<file path="config.mk">
export PLATFORM = sky130hd
export DESIGN_NAME = imem_load_ctrl
export DESIGN_NICKNAME = d
export VERILOG_FILES = /design/src/rtl/imem_load_ctrl.sv
export SDC_FILE = /design/constraint.sdc
export NUM_CORES = 1
export LEC_CHECK = 0
export ABC_AREA = 1
export BUFFER_PORTS_ARGS = -buffer_cell sky130_fd_sc_hd__buf_2
export CAP_MARGIN = 20
export CORE_MARGIN = 2
export CORE_UTILIZATION = 48
export DETAILED_ROUTE_END_ITERATION = 16
export PLACE_DENSITY = 0.86
export SKIP_LAST_GASP = 1
export SYNTH_ARGS = -nofsm -noshare
export SYNTH_HDL_FRONTEND = slang
export SYNTH_SLANG_ARGS = --single-unit
export TNS_END_PERCENT = 10
</file>
<file path="constraint.sdc">
create_clock -name clk -period 4.3 [get_ports clk]
set_input_delay 0.86 -clock clk [delete_from_list [all_inputs] [get_ports clk]]
set_output_delay 0.86 -clock clk [all_outputs]
set_load 0.05 [all_outputs]
</file>
<file path="src/rtl/imem_load_ctrl.sv">
// imem_load_ctrl: boot/reload sequencer for the word-addressed instruction
// memory. On start it stalls the CPU, zero-fills every word, then streams
// program words from a valid/ready port to sequential addresses.
// When loading is finished it pulses pc_load and releases the pipeline.
//
// Ports:
//   clk, rst          clock, synchronous active-high reset
//   start             request a (re)load
//   load_valid/ready  program word handshake
//   load_data         program word
//   load_last         final word of the program
//   im_we/waddr/wdata instruction memory write port
//   cpu_stall         freezes PC/IF/ID
//   pc_load, pc_init  one-cycle PC load pulse and boot address
//   done, err         running / load aborted
//   word_count        words accepted in the current load
//
// Optional feature macro IMEM_LOAD_CHECKSUM_EN:
//   adds expected_sum input and chk_err output. The load is aborted
//   if the modulo-2^32 sum of the program words differs from expected_sum.
module imem_load_ctrl #(
   parameter int          WIDTH        = 32,
   parameter int          ADDR_WIDTH   = 10,
   parameter int          NUM          = 1024,
   parameter logic [31:0] INIT_ADDRESS = 32'h0000_0c00
) (
   input  logic                  clk,
   input  logic                  rst,
   input  logic                  start,
   input  logic                  load_valid,
   input  logic [WIDTH-1:0]      load_data,
   input  logic                  load_last,
`ifdef IMEM_LOAD_CHECKSUM_EN
   input  logic [31:0]           expected_sum,
   output logic [0:0]            chk_err,
`endif
   output logic                  load_ready,
   output logic                  im_we,
   output logic [ADDR_WIDTH-1:0] im_waddr,
   output logic [WIDTH-1:0]      im_wdata,
   output logic                  cpu_stall,
   output logic                  pc_load,
   output logic [31:0]           pc_init,
   output logic                  done,
   output logic                  err,
   output logic [ADDR_WIDTH:0]   word_count
);

   localparam int CW = ADDR_WIDTH + 1;
   localparam logic [ADDR_WIDTH:0] NUM_C  = CW'(NUM);
   localparam logic [ADDR_WIDTH:0] LAST_C = CW'(NUM - 1);

   typedef enum logic [2:0] {
      IDLE, CLEAR, LOAD, LAUNCH, RUN, ERROR
   } state_t;

   state_t              state;
   logic [ADDR_WIDTH:0] cnt;
   logic                xfer;
   logic                full;
   logic                sum_ok;

   assign pc_init = INIT_ADDRESS;

   // load_ready is registered and high exactly while in LOAD
   assign xfer = load_ready & load_valid;
   assign full = (cnt == NUM_C);

`ifdef IMEM_LOAD_CHECKSUM_EN
   logic [31:0] sum;
   logic [31:0] next_sum;
   assign next_sum = sum + 32'(load_data);
   assign sum_ok   = (next_sum == expected_sum);
`else
   assign sum_ok   = 1'b1;
`endif

   // Write port: clear writes zeros, load writes accepted words.
   // Gated by rst so nothing is written in a reset cycle.
   always_comb begin
      im_we    = 1'b0;
      im_waddr = cnt[ADDR_WIDTH-1:0];
      im_wdata = '0;
      if (!rst) begin
         if (state == CLEAR) begin
            im_we = 1'b1;
         end else if (xfer && !full) begin
            im_we    = 1'b1;
            im_wdata = load_data;
         end
      end
   end

   always_ff @(posedge clk) begin
      if (rst) begin
         state      <= IDLE;
         cnt        <= '0;
         word_count <= '0;
         cpu_stall  <= 1'b1;
         load_ready <= 1'b0;
         pc_load    <= 1'b0;
         done       <= 1'b0;
         err        <= 1'b0;
`ifdef IMEM_LOAD_CHECKSUM_EN
         sum        <= '0;
         chk_err    <= 1'b0;
`endif
      end else begin
         pc_load <= 1'b0;
         unique case (state)
            IDLE, RUN, ERROR: begin
               if (start) begin
                  state      <= CLEAR;
                  cnt        <= '0;
                  word_count <= '0;
                  cpu_stall  <= 1'b1;
                  done       <= 1'b0;
                  err        <= 1'b0;
                  load_ready <= 1'b0;
`ifdef IMEM_LOAD_CHECKSUM_EN
                  sum        <= '0;
                  chk_err    <= 1'b0;
`endif
               end
            end
            CLEAR: begin
               cnt <= cnt + 1'b1;
               if (cnt == LAST_C) begin
                  state      <= LOAD;
                  cnt        <= '0;
                  load_ready <= 1'b1;
               end
            end
            LOAD: begin
               if (xfer) begin
                  if (full) begin
                     // program longer than the memory
                     state      <= ERROR;
                     err        <= 1'b1;
                     load_ready <= 1'b0;
                  end else begin
                     cnt        <= cnt + 1'b1;
                     word_count <= cnt + 1'b1;
`ifdef IMEM_LOAD_CHECKSUM_EN
                     sum        <= next_sum;
`endif
                     if (load_last) begin
                        load_ready <= 1'b0;
                        if (sum_ok) begin
                           state   <= LAUNCH;
                           pc_load <= 1'b1;
                        end else begin
                           state   <= ERROR;
                           err     <= 1'b1;
`ifdef IMEM_LOAD_CHECKSUM_EN
                           chk_err <= 1'b1;
`endif
                        end
                     end
                  end
               end
            end
            LAUNCH: begin
               state     <= RUN;
               cpu_stall <= 1'b0;
               done      <= 1'b1;
            end
            default: state <= IDLE;
         endcase
      end
   end

endmodule
</file>
After elaboration in Yosys (flattened, before gate mapping)
Index checks and enable logic that the tools add are counted.

storage, ports and cells
  bits in registers = 30
  input port bits = 37

cells by class
  add/subtract/negate cells = 1
  equal/unequal tests = 13
  multiplexer cells = 31
  bitwise operators = 3
  reductions and logical operators = 14

operator list
  operator                                         count
  two-way mux 32 bit                               3
  two-way mux 11 bit                               4
  case mux 11 bit (3 select lines)                 1
  case mux 11 bit (2 select lines)                 1
  AND reduction 4 bit                              4
  two-way mux 3 bit                                5
  two-way mux 1 bit                                12
  case mux 3 bit (4 select lines)                  1
  adder 11 x 1 -> 11 bit, second input constant    1
  == test 11 x 10 -> 1 bit, second input constant  1
  == test 11 bit, second input constant            1
  inequality test 2 bit, second input constant     4
  == test 3 x 2 -> 1 bit, second input constant    2
  == test 3 bit, second input constant             2
  case mux 1 bit (2 select lines)                  3
  AND reduction 5 bit                              1
  nonzero test 2 bit                               2
  OR reduction 4 bit                               1
  == test 3 x 1 -> 1 bit, second input constant    1
  logical NOT 3 bit                                1
  inequality test 3 bit, second input constant     1
  case mux 1 bit (3 select lines)                  1
  nonzero test 3 bit                               1
  OR reduction 3 bit                               1
  other kinds (6)                                  7

Depth between registers and ports, before layout
Gate-level depths: netlist of the first run.

  word-level depth = 6
  gate-level depth with buffers = 10
  mapped depth without buffers = 10

Worst setup path before layout of the first run
OpenSTA, ideal clock, no wires.

  kind = input -> output
  start point = input rst
  end point = output im_wdata[10]
  arrival = 2.622 ns
  data required time = 3.440 ns
  slack = 0.818 ns
  cell stages on the path = 5
  cells stage by stage = buf_1 > inv_1 > nand2_1 > buf_2 > nor3b_1

on the way
  word-level cells in the longest chain between the ends = 1

ends and longest elaborated chain
  item                RTL line  text
  start, declared     28        input logic rst,
  two-way mux 32 bit  84        if (!rst) begin
  end, declared       40        output logic [WIDTH-1:0] im_wdata,

No other way between the ends.

Worst setup path in the final report of the first run
  start point = input rst
  end point = output im_wdata[26]

The elaborated chain is that of the path after synthesis.

==> results of run 1 <==
## power groups by stage
stage                     Clock, mW  Combinational, mW  Sequential (mW)
after floorplan                   0              0.541            0.375
after global placement            0              0.594            0.340
after detailed placement          0              0.603            0.341
after CTS                     0.218              0.606            0.336
after global routing          0.236              0.659            0.340
final                         0.214              0.606            0.336
## final cells by class
type / count / area, sq um / share of cell area [%]
multi-input cells: 219 / 1210 / 47.6
repair buffers: 97 / 490 / 19.3
inverters: 24 / 97.6 / 3.83
clock buffers: 5 / 68.8 / 2.70
flip-flops and latches: 30 / 601 / 23.6
clock inverters: 2 / 10.0 / 0.393
well taps: 52 / 65.1 / 2.56
## layer usage
layer  GRT usage, %  up-vias  part of all wire (%)
li1               -     1036                     -
met1           23.7      874                    41
met3           5.49       13                   8.4
met2           33.5       98                    48
met5              0        -                     0
met4           9.01        0                   2.6
## cells by family (layout without fill, tap and decap cells)
group / after synthesis / in the layout
compound gates: 32 / 32
xor+xnor: 9 / 9
fa+ha+maj: 2 / 2
buf+inv: 80 / 128
flops: 30 / 30
other cells: 2 / 32
simple gates: 144 / 144
## cell usage after synthesis, drive strengths merged
cell type  number
nand3           9
buf            54
xnor2           2
nor3            2
nor2           17
nand2          76
nand4           5
nor3b          32
o21ai           2
clkbuf          2
nor4            1
dfxtp          30
xor2            7
inv            24
nand3b          1
ha              2
a21oi          30
or2             1
conb            2
## worst paths after layout
check	endpoint	slack, ns
max	im_wdata[26]	1.12
min	done	0.46
max reg2reg	cnt[1]	2.13
min reg2reg	done	0.46
## through the flow
| stage | setup WS, ns | util (%) |
|---|---|---|
| floorplan | 0.818 | - |
| global placement | 1.21 | 56.3 |
| detailed placement | 1.14 | 56.3 |
| CTS | 1.14 | 58.0 |
| global route | 0.998 | 58.0 |
| finish | 1.12 | 58.0 |
## tightest hold or removal path: stages, from the launching register on
cell and delay (ns):
dfxtp_1 0.31, nand2_1 0.06, a21oi_1 0.05
## state kept, by name (all words and copies together), names as in the netlist
register	count
err	1
word_count	11
cpu_stall	1
done	1
cnt	11
state	3
load_ready	1
pc_load	1
## cells in the final DEF, fill, tap and decap left out
cell / n
nand3_4: 1
nor3_4: 1
buf_4: 2
a21oi_1: 19
buf_2: 95
inv_2: 1
nor3b_1: 32
nand4_1: 5
dfxtp_1: 30
nand2_2: 11
nand3b_4: 1
nand3_1: 6
ha_1: 2
clkbuf_8: 5
or2_1: 1
nor2_1: 13
clkinv_2: 2
nor3_1: 1
nand2_1: 64
nor2_2: 4
xor2_1: 7
o21ai_0: 2
nor4_1: 1
conb_1: 32
nand2_4: 1
xnor2_1: 2
inv_1: 22
nand3_2: 2
inv_8: 1
a21oi_2: 11
==> key figures, run 1 <==
Setup path
  • Worst path bufs/invs: 4
  • Max Fanout on Critical Path: 32
  • CP startpoint kind: input pin
  • CP arrival: 2.32 ns
  • Worst path cell trace: buf_2 -> inv_1 -> nand2_1 -> buf_4 -> nor3b_1 -> buf_2
  • Depth of the most critical reg-to-reg path: 9
  • Critical Path Stages: 6
  • Worst path max stage delay: 0.48 ns
  • Worst path slowest cell: buf_2
  • R2R Path Start: cnt[0]
  • Critical path's top delay family: buffers and inverters
  • Critical path type: in -> out
  • Most frequent CP cell: buf_2
  • Crit path capture type: primary output
  • Critical path launch point: rst
  • Req. time, crit path: 3.44 ns

Timing
  • Fin crit period: 3.18 ns
  • Hold slack: 0.460 ns
  • Final Hold Vio Count: 0
  • Final setup fails: 0
  • Slew at the pin with the worst max-slew slack: 0.672 ns
  • Final critical-path share of the clock period: 73.9%
  • RSZ-0062 raised after global routing: false
  • Max-slew violation count: 0
  • Max Clock Skew: 0.00613 ns
  • Final setup TNS: 0 ns
  • Fmax: 0.315 GHz
  • Relative slew slack: 55.1%

Placed design
  • PortBufs: 95
  • Number of placed cells counting well taps: 422
  • DP Area: 0.00247 sq mm
  • Final Wtd Congestion: 0.854
  • Detailed placement HPWL: 3.84 mm

Synthesis
  • Post-synthesis adder-cell area fraction: 1.14%
  • Synth Area in Simple Gates: 35.8%
  • Cell taking the most area after synthesis: dfxtp_1
  • Mux contribution to synthesized area: 0%
  • Post-synth cell types: 31
  • Largest cells by area after synthesis: dfxtp_1 (27%), buf_4 (15%), nand2_1 (11%)
  • Post-Syn Area: 0.00220 sq mm
  • Register bit total from synthesis: 30
  • Synth Instances: 299
  • Largest family of logic cells by synthesized area: simple AND/OR/NAND/NOR gates
  • Post-synthesis sequential area ratio: 27.3%
  • Synthesized-area fraction occupied by xor and xnor cells: 3.58%
  • Synthesis Warnings: 0
  • Syn avg cell area: 7.36 sq um
  • Synth Area in Compound Gates: 9.15%
  • Top-area cell type share of the netlist area: 27.3%

Hold path
  • Type of the tightest min-delay check: reg -> reg
  • Hold depth: 2
  • Hold path start: done

Detailed routing
  • DRC viols: 0
  • Via Count: 2021
  • Wirelength, routed: 5.07 mm
  • Starting DRT DRC Count: 111
  • Routed Antenna Nets: 0
  • DR pass1 iterations: 4
  • Vias/cell: 4.71
  • WL/cell: 11.8 um

Floorplanning
  • Die X-Extent: 71.7 um
  • Top Ports: 128
  • Initial Util: 50.2%
  • Die area: 0.00514 sq mm
  • Core Box Area: 0.00438 sq mm
  • # rows: 24
  • Die Y: 71.7 um

Global route
  • Tot GR Track Use: 20.0%
  • Largest net degree at the start of global routing: 34
  • GRT overflow: 0
  • Number of global-route vias before repair: 1767
  • First-pass GRT wire length: 8.06 mm
  • Antenna violations before repair: 0

Clocking
  • Number of post-CTS setup repair buffers: 0
  • CTS Buf Count: 5
  • Clock root cell: clkbuf_8
  • Clock insertion delay at the later pin of the skew report: 0.29 ns
  • Clock Path Buffers: 2
  • # resized after CTS: 0
  • CTS sink cnt: 30
  • Hold buffers post-CTS: 0
  • CTS tree: yes
  • Reg clk slew, reported paths: 0.06 ns
  • H-tree depth: 2

Finish
  • Fillers: 387
  • Antenna cell count: 0
  • Non-filler cells, final: 429
  • Total Nets Final: 416
  • Fin area: 0.00254 sq mm
  • Layout cells sized above 1: 36.6%
  • Area added between synthesis and finish: 15.6%

Power
  • Worst VDD drop: 0.000229 V
  • Pint: 564 uW
  • Power Total: 1.16 mW
  • Part of the power in the clock network: 18.5%
  • Comb power frac: 52.4%
  • Switching Share: 51.3%
  • Sequential Power Share: 29.1%
  • Switching power: 593 uW
  • PD cells: 454 mW/mm^2
  • Leak pwr: 1.28 nW

Run
  • Max Cap Viol: 0

Outcome
  • Status: complete, no violations
Power figures use the tool's default switching activity.
==> inputs of run 2 (changes only) <==
--- a/config.mk
+++ b/config.mk
@@ -9,9 +9,9 @@
 export BUFFER_PORTS_ARGS = -buffer_cell sky130_fd_sc_hd__buf_2
 export CAP_MARGIN = 20
 export CORE_MARGIN = 2
-export CORE_UTILIZATION = 48
+export CORE_UTILIZATION = 40
 export DETAILED_ROUTE_END_ITERATION = 16
-export PLACE_DENSITY = 0.86
+export PLACE_DENSITY = 0.76
 export SKIP_LAST_GASP = 1
 export SYNTH_ARGS = -nofsm -noshare
 export SYNTH_HDL_FRONTEND = slang
==> constraint.sdc (replaced) <==
create_clock -name clk -period 2.65 [get_ports clk]
set_input_delay 0.53 -clock clk [delete_from_list [all_inputs] [get_ports clk]]
set_output_delay 0.53 -clock clk [all_outputs]
set_load 0.05 [all_outputs]
==> key figures, run 2 (same netlist as run 1, synthesis figures left out) <==
Global route
  • Number of global-route vias before repair: 1804
  • Antenna violations before repair: 0
  • GRT overflow: 0
  • Largest net degree at the start of global routing: 33
  • Tot GR Track Use: 16.7%
  • First-pass GRT wire length: 8.22 mm

Setup path
  • Depth of the most critical reg-to-reg path: 9
  • Crit path capture type: primary output
  • Critical path type: reg -> out
  • Most frequent CP cell: nand2_1
  • CP arrival: 1.99 ns
  • CP startpoint kind: register
  • R2R Path Start: cnt[1]
  • Worst path cell trace: inv_1 -> ha_1 -> nand2_1 -> nor3_1 -> nand2_1 -> nand3_1 -> buf_4 -> nor3b_1 -> buf_2
  • Worst path bufs/invs: 3
  • Worst path max stage delay: 0.39 ns
  • Reg2reg end: cnt[1]
  • Req. time, crit path: 2.12 ns
  • Max Fanout on Critical Path: 15
  • Critical path's top delay family: simple AND/OR/NAND/NOR gates
  • Critical Path Stages: 9
  • Worst path slowest cell: dfxtp_1
  • Flop2flop setup slack: 0.63 ns

Floorplanning
  • Initial Util: 40.7%
  • Die Y: 78.2 um
  • Die X-Extent: 78.2 um
  • Core Box Area: 0.00541 sq mm
  • # rows: 27
  • Top Ports: 128
  • Die area: 0.00611 sq mm

Placed design
  • Detailed placement HPWL: 4.05 mm
  • Final Wtd Congestion: 0.814
  • PortBufs: 95
  • DP Area: 0.00251 sq mm

Outcome
  • Status: complete, no violations

Run
  • Max Cap Viol: 0

Finish
  • Commonest non-fill, non-tap cells in the layout: buf_2 (94), nand2_1 (64), conb_1 (32), nor3b_1 (31), dfxtp_1 (30)
  • Biggest regs: cnt x11, word_count x11, state x3
  • Antenna cell count: 0
  • Most common cell after layout, fill and taps aside: buf_2
  • Layout cells sized above 1: 36.8%
  • Fin area: 0.00260 sq mm
  • Total Nets Final: 419
  • Area added between synthesis and finish: 18.0%

Hold path
  • Type of the tightest min-delay check: reg -> reg
  • Hold depth: 2
  • Hold path start: word_count[5]
  • Hold Path End: word_count[5]

Timing
  • Final Hold Vio Count: 0
  • Relative slew slack: 51.3%
  • Slew at the pin with the worst max-slew slack: 0.728 ns
  • Final critical-path share of the clock period: 95.0%
  • Fin crit period: 2.52 ns
  • RSZ-0062 raised after global routing: true
  • Final setup fails: 0
  • Max-slew violation count: 0
  • Max Clock Skew: 0.00611 ns
  • Fmax: 0.397 GHz

Detailed routing
  • Wirelength, routed: 5.22 mm
  • Starting DRT DRC Count: 86
  • Routed Antenna Nets: 0
  • WL/cell: 11.6 um
  • Vias/cell: 4.52
  • Via Count: 2042
  • DR pass1 iterations: 4
  • DRC viols: 0

Power
  • Worst VDD drop: 0.000399 V
  • PD cells: 731 mW/mm^2
  • Power Total: 1.90 mW
  • Leak pwr: 1.29 nW

Clocking
  • Reg clk slew, reported paths: 0.05 ns
  • Number of post-CTS setup repair buffers: 0
  • CTS tree: yes
  • Clock root cell: clkbuf_8
  • Clock Path Buffers: 2
  • Clock insertion delay at the later pin of the skew report: 0.27 ns
  • CTS sink cnt: 30
  • H-tree depth: 2
  • CTS Buf Count: 5
## run 2: cell types whose count changed in the layout (fill, tap and decap cells not counted), sizes merged
cell,delta
clkbuf,+3
clkinv,-2
buf,+2
## run 2: worst max-delay path by stage
stage                      start      endpoint
after floorplan           cnt[0]  im_wdata[22]
after global routing      cnt[1]  im_wdata[11]
final                     cnt[1]  im_wdata[11]
after detailed placement  cnt[1]   im_wdata[0]
after CTS                 cnt[1]   im_wdata[0]
after global placement    cnt[1]   im_wdata[0]
## run 2: repair_timing
item	4_1_cts	5_1_grt
endpoints found under the setup margin	0	19
resized for setup	0	2
hold buffers	0	0
## run 2: power breakdown
| part | switching, mW | internal [mW] |
|---|---|---|
| combinational | 0.771 | 0.258 |
| sequential | 0.0397 | 0.495 |
| clock | 0.154 | 0.180 |
## run 2: stage by stage
stage	instances	worst slack (ns)	util, %	setup TNS, ns	hold WS, ns
after CTS	452	0.0309	47.9	0	0.463
after global routing	452	-0.118	48.1	-0.470	0.488
final	452	0.132	48.1	0	0.458
after detailed placement	445	0.338	46.5	0	0.454
after floorplan	329	-0.265	-	-8.04	0.492
after global placement	445	0.369	46.5	0	0.452
## run 2: cell type report
| cell class | instances | area [sq um] |
|---|---|---|
| clock buffer | 7 | 76.3 |
| fill | 560 | 2810 |
| inverter | 24 | 97.6 |
| multi-input combinational | 219 | 1220 |
| sequential | 30 | 601 |
| tap | 72 | 90.1 |
| timing repair buffer | 100 | 515 |
## run 2: worst register-to-register path: stages, from the launching register on
cell	delay [ns]
dfxtp_1	0.39
inv_1	0.06
ha_1	0.17
nand2_1	0.06
nor3_1	0.06
nand3_2	0.17
nand3_4	0.19
nor2_2	0.59
nand2_1	0.14
a21oi_2	0.14
## run 2: per-layer routing
| layer | GRT usage, % | vias to the layer above | wire (um) |
|---|---|---|---|
| met3 | 2.99 | 7 | 405 |
| met5 | 0 | - | 0 |
| met1 | 19.4 | 902 | 2140 |
| li1 | - | 1038 | - |
| met4 | 5.96 | 0 | 87 |
| met2 | 30.3 | 95 | 2590 |
==> inputs of run 3 (changes only) <==
--- a/config.mk
+++ b/config.mk
@@ -11,7 +11,8 @@
 export CORE_MARGIN = 2
 export CORE_UTILIZATION = 40
 export DETAILED_ROUTE_END_ITERATION = 16
-export PLACE_DENSITY = 0.76
+export PLACE_DENSITY = 0.78
+export SETUP_SLACK_MARGIN = 0.15
 export SKIP_LAST_GASP = 1
 export SYNTH_ARGS = -nofsm -noshare
 export SYNTH_HDL_FRONTEND = slang
==> key figures, run 3 (same netlist as run 1, synthesis figures left out) <==
Outcome
  • Status: complete, no violations

Setup path
  • R2R Path Start: cnt[0]
  • Worst path slowest cell: dfxtp_1
  • Worst path bufs/invs: 3
  • Worst path cell trace: inv_1 -> ha_1 -> nand2_1 -> nor3_2 -> nand2_2 -> nand3_4 -> buf_12 -> nor3b_1 -> clkbuf_4
  • Req. time, crit path: 2.12 ns
  • Worst path max stage delay: 0.32 ns
  • Critical path launch point: cnt[0]
  • Crit path capture type: primary output
  • Critical path's top delay family: simple AND/OR/NAND/NOR gates
  • Critical path type: reg -> out
  • Max Fanout on Critical Path: 17
  • CP arrival: 1.96 ns
  • CP startpoint kind: register

Hold path
  • Type of the tightest min-delay check: reg -> reg
  • Hold path start: cpu_stall

Clocking
  • Clock root cell: clkbuf_8
  • Number of post-CTS setup repair buffers: 0
  • H-tree depth: 2
  • Reg clk slew, reported paths: 0.06 ns
  • CTS tree: yes
  • Clock Path Buffers: 2
  • CTS Buf Count: 5
  • CTS sink cnt: 30
  • Clock insertion delay at the later pin of the skew report: 0.29 ns
  • Hold buffers post-CTS: 0

Floorplanning
  • Die Y: 78.2 um
  • Initial Util: 40.7%
  • Die area: 0.00611 sq mm
  • Die X-Extent: 78.2 um
  • Core Box Area: 0.00541 sq mm
  • # rows: 27
  • Top Ports: 128

Detailed routing
  • Starting DRT DRC Count: 58
  • Via Count: 2126
  • Routed Antenna Nets: 0
  • Vias/cell: 4.68
  • DR pass1 iterations: 4
  • Wirelength, routed: 5.67 mm
  • DRC viols: 0
  • WL/cell: 12.5 um

Global route
  • Largest net degree at the start of global routing: 34
  • Antenna violations before repair: 0
  • First-pass GRT wire length: 8.36 mm
  • Number of global-route vias before repair: 1829
  • Tot GR Track Use: 17.1%
  • GRT overflow: 0

Timing
  • RSZ-0062 raised after global routing: true
  • Final Worst Setup Slack: 0.159 ns
  • Max Clock Skew: 0.00649 ns
  • Slew at the pin with the worst max-slew slack: 0.730 ns
  • Final Hold Vio Count: 0
  • Relative slew slack: 51.2%
  • Max-slew violation count: 0
  • Final critical-path share of the clock period: 94.0%
  • Final setup fails: 0
  • Fmax: 0.401 GHz
  • Fin crit period: 2.49 ns

Power
  • PD cells: 703 mW/mm^2
  • Power Total: 2.01 mW
  • Worst VDD drop: 0.000318 V
  • Leak pwr: 1.35 nW

Finish
  • Total Nets Final: 420
  • Commonest non-fill, non-tap cells in the layout: nand2_1 (63), buf_2 (63), conb_1 (32), dfxtp_1 (29), buf_4 (26)
  • Antenna cell count: 0
  • Fin area: 0.00286 sq mm
  • Biggest regs: cnt x11, word_count x11, state x3
  • Layout cells sized above 1: 43.5%
  • Non-filler cells, final: 454
  • Finished Core Util: 52.9%
  • Area added between synthesis and finish: 30.0%

Placed design
  • Number of placed cells counting well taps: 444
  • DP Area: 0.00251 sq mm
  • Post-place setup slack: 0.277 ns
  • PortBufs: 95
  • Detailed placement HPWL: 4.08 mm
  • Final Wtd Congestion: 0.870

Run
  • Max Cap Viol: 0
## run 3: area by class of cell
type                            instances  area (sq um)
Fill cell                             540          2540
Multi-Input combinational cell        219          1330
Timing Repair Buffer                  101           644
Sequential cell                        30           602
Inverter                               24          97.6
Tap cell                               72          90.1
Clock buffer                            6          82.6
Clock inverter                          2          12.5
## run 3: report_power, final
part,total (mW),internal (mW),leakage (nW),switching (mW)
logic,1.09,0.296,1.06,0.795
clock network,0.382,0.208,0.0472,0.174
registers,0.538,0.495,0.243,0.0431
total,2.01,1.00,1.35,1.01
## run 3: through the flow
| stage | hold slack, ns | TNS [ns] |
|---|---|---|
| 5_1_grt | 0.482 | 0 |
| 6_report | 0.459 | 0 |
| 3_5_place_dp | 0.449 | 0 |
| 2_1_floorplan | 0.492 | -8.04 |
| 3_3_place_gp | 0.447 | 0 |
| 4_1_cts | 0.464 | 0 |
## run 3: tightest hold or removal path, delay by kind of cell (launching register included)
kind	cells	cell delay, ns
and+or+nand+nor	2	0.10
DFF	1	0.33
## run 3: repair_timing
item,4_1_cts,5_1_grt
pin swaps,0,0
hold endpoints to repair,0,0
gates cloned,0,2
resized for setup,5,81
setup endpoints to repair,33,33
## run 3: worst paths after layout
check / endpoint / slack, ns / cells past startpoint
setup / recovery: im_wdata[21] / 0.16 / 9
hold / removal: cpu_stall / 0.46 / 2
setup reg to reg: cnt[1] / 0.65 / 9
hold reg to reg: cpu_stall / 0.46 / 2
## run 3: per-layer routing
layer  share of wire (%)  global-route usage, %
met5                   0                      0
met4                 2.3                   8.42
met3                 7.8                   5.75
met2                  51                   29.9
met1                  39                   18.4
